==> config.mk <==
export PLATFORM = sky130hd
export DESIGN_NAME = multdiv_seq
export DESIGN_NICKNAME = d
export VERILOG_FILES = /design/src/rtl/multdiv_seq.sv
export SDC_FILE = /design/constraint.sdc
export NUM_CORES = 1
export LEC_CHECK = 0
export CAP_MARGIN = 20
export CORE_ASPECT_RATIO = 1.25
export CORE_UTILIZATION = 35
export DETAILED_ROUTE_END_ITERATION = 12
export GPL_TIMING_DRIVEN = 0
export PLACE_DENSITY = 0.67
export SLEW_MARGIN = 10
export SYNTH_ARGS = -nofsm -noshare
export SYNTH_HDL_FRONTEND = slang
export SYNTH_SLANG_ARGS = --single-unit
==> constraint.sdc <==
create_clock -name clock -period 4 [get_ports clock]
set_clock_uncertainty 0.05 [all_clocks]
set_input_delay 0.8 -clock clock [delete_from_list [all_inputs] [get_ports clock]]
set_output_delay 0.8 -clock clock [all_outputs]
set_load 0.05 [all_outputs]
==> src/rtl/multdiv_seq.sv <==
// Decode-stage sequencer for an external multiply/divide unit: issues the start pulse, stalls
// decode, and writes the result back. Define MULTDIV_EXC_EN to redirect exception writes to r30.
module multdiv_seq #(
   parameter int TIMEOUT = 40
) (
   input  logic        clock,
   input  logic        reset,
   input  logic [4:0]  op,
   input  logic [4:0]  func,
   input  logic [4:0]  rd,
   input  logic        md_resultRDY,
   input  logic        md_exception,
   input  logic [31:0] md_result,
   output logic        ctrl_MULT,
   output logic        ctrl_DIV,
   output logic        stall,
   output logic        wb_en,
   output logic [4:0]  wb_reg,
   output logic [31:0] wb_data,
   output logic [3:0]  dbg
);

   localparam int CW = $clog2(TIMEOUT) + 1;

   typedef enum logic [1:0] {IDLE = 2'd0, BUSY = 2'd1, DONE = 2'd2} state_t;

   state_t        state;
   logic [CW-1:0] cnt;
   logic [4:0]    rd_q;
   logic          div_q;
   logic [31:0]   res_q;
   logic          exc_q;

   logic is_mul, is_div, is_md, timeout, finish;
   logic [31:0] res_nxt;
   logic        exc_nxt;

   assign is_mul = (op == 5'b00000) && (func == 5'b00110);
   assign is_div = (op == 5'b00000) && (func == 5'b00111);
   assign is_md  = is_mul | is_div;

   // A result arriving on the timeout cycle is taken from the unit, not treated as an abort.
   assign timeout = (cnt == CW'(TIMEOUT - 1));
   assign finish  = md_resultRDY | timeout;
   assign res_nxt = md_resultRDY ? md_result : 32'd0;
   assign exc_nxt = md_resultRDY ? md_exception : 1'b1;

   assign ctrl_MULT = (state == IDLE) & is_mul & ~reset;
   assign ctrl_DIV  = (state == IDLE) & is_div & ~reset;
   assign stall     = ((state == IDLE) & is_md) | (state == BUSY);
   assign dbg       = {state, div_q, exc_q};

   always_comb begin
      wb_en   = 1'b0;
      wb_reg  = 5'd0;
      wb_data = 32'd0;
      if (state == DONE) begin
`ifdef MULTDIV_EXC_EN
         if (exc_q) begin
            wb_en   = 1'b1;
            wb_reg  = 5'd30;
            wb_data = div_q ? 32'd5 : 32'd4;
         end else begin
            wb_en   = (rd_q != 5'd0);
            wb_reg  = rd_q;
            wb_data = res_q;
         end
`else
         wb_en   = (rd_q != 5'd0);
         wb_reg  = rd_q;
         wb_data = res_q;
`endif
      end
   end

   always_ff @(posedge clock or posedge reset) begin
      if (reset) begin
         state <= IDLE;
         cnt   <= '0;
         rd_q  <= 5'd0;
         div_q <= 1'b0;
         res_q <= 32'd0;
         exc_q <= 1'b0;
      end else begin
         case (state)
            IDLE: begin
               if (is_md) begin
                  rd_q  <= rd;
                  div_q <= is_div;
                  cnt   <= '0;
                  state <= BUSY;
               end
            end
            BUSY: begin
               cnt <= cnt + 1'b1;
               if (finish) begin
                  res_q <= res_nxt;
                  exc_q <= exc_nxt;
                  state <= DONE;
               end
            end
            DONE:    state <= IDLE;
            default: state <= IDLE;
         endcase
      end
   end

endmodule

== After elaboration in Yosys (flattened, before gate mapping) ==
Index checks and enable logic that the tools add are counted.

* Bits of input ports: 51
* Register bits after elaboration: 48
* Output and inout port bits: 45
* Word-level logic and storage cells: 43

* Add/subtract/negate cells: 1
* Equal/unequal tests: 7
* Multiplexer cells: 10
* Bitwise operators: 9
* Reductions and logical operators: 10

{| class="wikitable"
|+ Operators with widths
! operator !! count
|-
| 32-bit 2-to-1 mux || 2
|-
| 7-bit one-hot mux with 2 select lines || 1
|-
| 5-bit by 3-bit == test with 1-bit output, second input constant || 2
|-
| 2-bit AND reduction || 4
|-
| 7-bit by 1-bit adder with 7-bit output, second input constant || 1
|-
| 7-bit by 6-bit == test with 1-bit output, second input constant || 1
|-
| 7-bit 2-to-1 mux || 1
|-
| 1-bit bitwise AND || 5
|-
| 5-bit logical NOT || 1
|-
| 5-bit 2-to-1 mux || 1
|-
| 5-bit nonzero test || 1
|-
| 2-bit 2-to-1 mux || 2
|-
| 2-bit inequality test, second input constant || 2
|-
| 2-bit one-hot mux with 2 select lines || 1
|-
| 1-bit OR || 3
|-
| 2-bit by 1-bit == test with 1-bit output, second input constant || 1
|-
| 2-bit == test, second input constant || 1
|-
| 1-bit logical AND || 2
|-
| 2-bit logical NOT || 1
|-
| 1-bit 2-to-1 mux || 2
|-
| 2-bit nonzero test || 1
|-
| 1-bit inverter || 1
|}

== Logic depth before layout (Yosys ltp) ==
Gate-level depths: netlist of run 1.

* Word-level depth: 5
* Mapped depth: 6
* Gate-level depth less buffers: 4

== Least setup slack after synthesis of run 1 ==
OpenSTA, ideal clock, no wires.

* Path kind: input to output
* From: input port op[0]
* To: output port ctrl_DIV
* Stages: 3
* Path slack: 0.207 ns
* Data arrival time: 2.943 ns
* Required time: 3.150 ns
* Path buffers: 0
* Cells stage by stage: or4_1 or3_1 nor3b_1

* Word-level cells in the longest chain between the ends: 4

{| class="wikitable"
|+ Ends and longest elaborated chain
! what !! line !! source
|-
| start, declared || 8 || <nowiki>input logic [4:0] op,</nowiki>
|-
| 5-bit logical NOT || 39 || <nowiki>assign is_div = (op == 5'b00000) && (func == 5'b00111);</nowiki>
|-
| 1-bit logical AND || 39 ||
|-
| 1-bit bitwise AND (2 in a row) || 49 || <nowiki>assign ctrl_DIV = (state == IDLE) & is_div & ~reset;</nowiki>
|-
| end, declared || 15 || <nowiki>output logic ctrl_DIV,</nowiki>
|}

Every way passes these cells.

== Final worst setup path of run 1 ==
* From: input port op[0]
* To: output port stall

* Word-level cells in the longest chain between the ends: 5
* Elaborated cells on any way between the ends: 6
* Classes of those cells: bitwise (3); reduce/logical (3)

{| class="wikitable"
|+ Ends and longest elaborated chain
! what !! line !! source
|-
| 5-bit logical NOT (*) || 38, 39 ||
|-
| 1-bit logical AND (on tied branches) || 38, 39 ||
|-
| 1-bit OR (*) || 40 || <nowiki>assign is_md = is_mul | is_div;</nowiki>
|-
| 1-bit bitwise AND (*) || 50 || <nowiki>assign stall = ((state == IDLE) & is_md) | (state == BUSY);</nowiki>
|-
| 1-bit OR (*) || 50 ||
|-
| end, declared || 16 || <nowiki>output logic stall,</nowiki>
|}

Every way passes the cells marked *; elsewhere a longest branch is shown, timed or not.

==> run_summary.xml, run 1 <==
<?xml version="1.0" encoding="UTF-8"?>
<metrics>
  <group name="finish">
    <metric name="final_cell_count_no_fill" unit="">418</metric>
    <metric name="finish.instance_area" unit="um2">3520</metric>
    <metric name="layout-area-overhead-vs-synth" unit="%">50.6</metric>
    <metric name="drive_above_1_share" unit="%">6.31</metric>
    <metric name="design.final.nets" unit="">384</metric>
    <metric name="antennaDiodeCount" unit="">0</metric>
  </group>
  <group name="cts">
    <metric name="worst_setup_hold_path_clk_slew" unit="ps">90</metric>
    <metric name="ctsHtreeMaxLevel" unit="">2</metric>
    <metric name="clkSinkCount" unit="">48</metric>
    <metric name="clock_tree_buffer_depth" unit="">2</metric>
    <metric name="clk_root_buffer_cell" unit="">clkbuf_8</metric>
    <metric name="cts_buffers" unit="">5</metric>
    <metric name="cts_tree" unit="">yes</metric>
    <metric name="holdBufCountCts" unit="">0</metric>
    <metric name="clock_latency_on_the_worst_skew_pair" unit="ps">300</metric>
  </group>
  <group name="power">
    <metric name="power.density" unit="nW/um2">296</metric>
    <metric name="power_switching_share" unit="%">24.1</metric>
    <metric name="p_total" unit="uW">1040</metric>
    <metric name="p_int" unit="uW">791</metric>
    <metric name="p_comb_share" unit="%">14.0</metric>
    <metric name="p_leak" unit="uW">0.00146</metric>
    <metric name="seq_power_share" unit="%">52.4</metric>
    <metric name="worst_ir_drop_vdd" unit="uV">194</metric>
    <metric name="switching_power" unit="uW">252</metric>
    <metric name="pwr-share-clk" unit="%">33.5</metric>
  </group>
  <group name="die">
    <metric name="floorplan.core_area" unit="um2">6330</metric>
    <metric name="die-area" unit="um2">7010</metric>
    <metric name="die-height" unit="um">93.4</metric>
    <metric name="die_w" unit="um">75.1</metric>
    <metric name="top_level_ports" unit="">96</metric>
    <metric name="initial_standard_cell_utilization_of_the_core" unit="%">37.0</metric>
    <metric name="num_rows" unit="">32</metric>
  </group>
  <group name="critical_path">
    <metric name="critical-path-top-cell-by-count" unit="">clkdlybuf4s50_1</metric>
    <metric name="crit_chain" unit="">clkdlybuf4s50_1 &gt; or4_1 &gt; o31ai_1 &gt; clkdlybuf4s50_1</metric>
    <metric name="endpoint_kind" unit="">primary output</metric>
    <metric name="worst-setup-path-type" unit="">primary input to primary output</metric>
    <metric name="cp_slowest_stage_delay" unit="ps">860</metric>
    <metric name="crit_slowest_cell" unit="">clkdlybuf4s50_1</metric>
    <metric name="critical_path_required" unit="ps">3150</metric>
    <metric name="path_max_fanout" unit="">4</metric>
    <metric name="crit_start_category" unit="">primary input</metric>
    <metric name="cp_data_arrival_time" unit="ps">2970</metric>
    <metric name="critical_path.top_delay_family" unit="">buffers and inverters</metric>
    <metric name="timing.critical_path.buf_inv" unit="">2</metric>
  </group>
  <group name="synthesis">
    <metric name="yosys_most_used_dff" unit="">dfrtp_1</metric>
    <metric name="yosysWarnings" unit="">0</metric>
    <metric name="sequential_cell_area_fraction_in_the_yosys_report" unit="%">51.4</metric>
    <metric name="synth.lib_cells_used.distinct" unit="">34</metric>
    <metric name="syn-instance-count" unit="">229</metric>
    <metric name="ys_seq_elements" unit="">48</metric>
    <metric name="postSynthNetCount" unit="">281</metric>
    <metric name="post_synth_instance_area" unit="um2">2340</metric>
    <metric name="avgSynthCellArea" unit="um2">10.2</metric>
    <metric name="post_synth_edffs" unit="">0</metric>
    <metric name="ys_async_sr_fraction" unit="%">100</metric>
  </group>
  <group name="global_routing">
    <metric name="first_pass_grt_wire_length" unit="um">9760</metric>
    <metric name="largest_net_degree_at_the_start_of_global_routing" unit="">29</metric>
    <metric name="grt_antenna_before_repair" unit="">0</metric>
    <metric name="grtUsageTotal" unit="%">18.4</metric>
    <metric name="first_global_vias" unit="">2082</metric>
    <metric name="grt_remaining_overflow" unit="">0</metric>
  </group>
  <group name="routing">
    <metric name="vias" unit="">1986</metric>
    <metric name="drt_pass1_iterations" unit="">4</metric>
    <metric name="routed-wl-met2" unit="um">2830</metric>
    <metric name="avgRoutedWirePerCell" unit="um">13.9</metric>
    <metric name="topRoutingLayerUsed" unit="">met4</metric>
    <metric name="detail_route.wirelength.met1" unit="um">2480</metric>
    <metric name="detail-route-antenna-nets" unit="">0</metric>
    <metric name="wl_met3" unit="um">440</metric>
    <metric name="route.detailed.drc" unit="">0</metric>
    <metric name="totalWireLength" unit="um">5810</metric>
    <metric name="detailedRoute.firstIterationViolations" unit="">47</metric>
    <metric name="routed_via_density" unit="">4.75</metric>
  </group>
  <group name="min_path">
    <metric name="worst_hold_path_type" unit="">register to register</metric>
  </group>
  <group name="placement">
    <metric name="placement.io_buffers" unit="">95</metric>
    <metric name="place_worst_setup_slack" unit="ps">-86.8</metric>
    <metric name="globalplace.congestion" unit="">0.750</metric>
    <metric name="place.detailed.hpwl" unit="um">4360</metric>
    <metric name="dpl-instance-area" unit="um2">3420</metric>
    <metric name="placed_cells_incl_taps" unit="">410</metric>
  </group>
  <group name="timing">
    <metric name="final-setup-viol-count" unit="">0</metric>
    <metric name="final.min_clock_period" unit="ps">3820</metric>
    <metric name="finalCritPeriodShare" unit="%">95.6</metric>
    <metric name="hold-worst-slack" unit="ps">462</metric>
    <metric name="timing_max_transition_violations_final" unit="">0</metric>
    <metric name="unrepaired_setup_endpoints_after_global_routing" unit="">no</metric>
    <metric name="final-hold-violation-count" unit="">0</metric>
    <metric name="post_route_worst_setup_slack" unit="ps">177</metric>
    <metric name="slew_headroom" unit="%">63.1</metric>
    <metric name="worst_pin_slew" unit="ps">552</metric>
    <metric name="achievable-frequency" unit="MHz">262</metric>
  </group>
  <group name="status">
    <metric name="run_status" unit="">finished clean</metric>
  </group>
  <group name="job">
    <metric name="number_of_maximum_capacitance_constraint_violations" unit="">0</metric>
  </group>
</metrics>
flip-flops by register name, summed over array words and instances (netlist names):
register and count:
cnt 7, div_q 1, exc_q 1, rd_q 5, res_q 32, state 2
through the flow:
step,util (%),TNS [ps]
2_1_floorplan,-,0
3_3_place_gp,53.7,-76.3
6_report,55.7,0
5_1_grt,55.7,0
4_1_cts,55.7,0
3_5_place_dp,54.0,-167
power by group through the flow:
stage	clock network, uW	logic, uW	registers (uW)
global route	378	165	553
floorplan	0	77.5	550
detailed placement	0	148	557
finish	350	146	547
global placement	0	142	555
CTS	364	149	547
cells by family after synthesis:
| group | after synthesis | share of synthesized area, % |
|---|---|---|
| fa+ha+maj | 1 | 0.535 |
| flops | 48 | 51.4 |
| buf+inv | 22 | 4.07 |
| compound gates | 48 | 16.6 |
| mux | 7 | 3.48 |
| simple gates | 103 | 24.0 |
layout by cell type, fill, tap and decap left out, types with 2 or more instances in the layout:
master	netlist	final
dfrtp_1	48	48
o21ai_0	4	4
nand2_1	39	39
clkbuf_8	0	5
or4_1	4	4
o2bb2ai_1	32	32
mux2_2	5	5
nand3_1	3	3
nor2b_1	5	5
or3_1	3	3
o31ai_1	3	3
dlygate4sd2_1	0	2
and2_1	38	38
clkdlybuf4s50_1	0	93
buf_4	3	3
clkbuf_1	15	16
nand3b_1	2	2
o211ai_1	4	4
nand2b_1	2	2
timing repair:
action / CTS / global route
gates resized for setup: 2 / 0
buffers inserted: 0 / 0
endpoints found under the setup margin: 2 / 0
layer usage:
layer	track usage (%)	vias up
li1	-	1002
met1	22.7	923
met2	29.9	56
met3	6.68	5
met4	5.03	0
met5	0	-
cell type report:
cell class | instances | area (um2)
multi-input cells | 159 | 1040
repair buffers | 96 | 968
well taps | 85 | 106
plain buffers | 20 | 87.6
fillers | 612 | 2810
clock inverters | 2 | 35.0
flip-flops and latches | 48 | 1200
inverters | 2 | 7.51
clock buffers | 6 | 72.6
path summary, 6_finish.rpt:
path	start	endpoint	slack [ps]	cells past startpoint
min in group asynchronous	reset	div_q	840	2
min	res_q[8]	res_q[8]	460	2
max	op[0]	stall	180	4
max in group asynchronous	reset	res_q[24]	2550	3
min reg2reg	res_q[8]	res_q[8]	460	2
max reg2reg	cnt[0]	res_q[12]	1780	6
cells in the mapped netlist, drive strengths merged (4+ instances only):
cell	count	share of area, %
buf	5	1.3
nor2b	5	1.3
and2	38	10
o21ai	4	0.86
clkbuf	15	2.4
or4	5	1.8
mux2	6	3.0
nand2	39	6.3
dfrtp	48	51
o211ai	4	1.3
o2bb2ai	32	12
worst reg2reg max path, delay by kind of cell (launching register included):
family	cells	cell delay [ps]
AND/OR/NAND/NOR	2	610
buffers and inverters	2	630
flip-flops	1	400
adder cells (fa/ha/maj)	1	260
AO/OA/AOI/OAI	1	140
Power figures use the tool's default switching activity.
==> run 2, diff against run 1 <==
GPL_ROUTABILITY_DRIVEN = 0   (was not set)
==> results of run 2 <==
The final DEF is identical to that of run 1; final timing and power are the same.
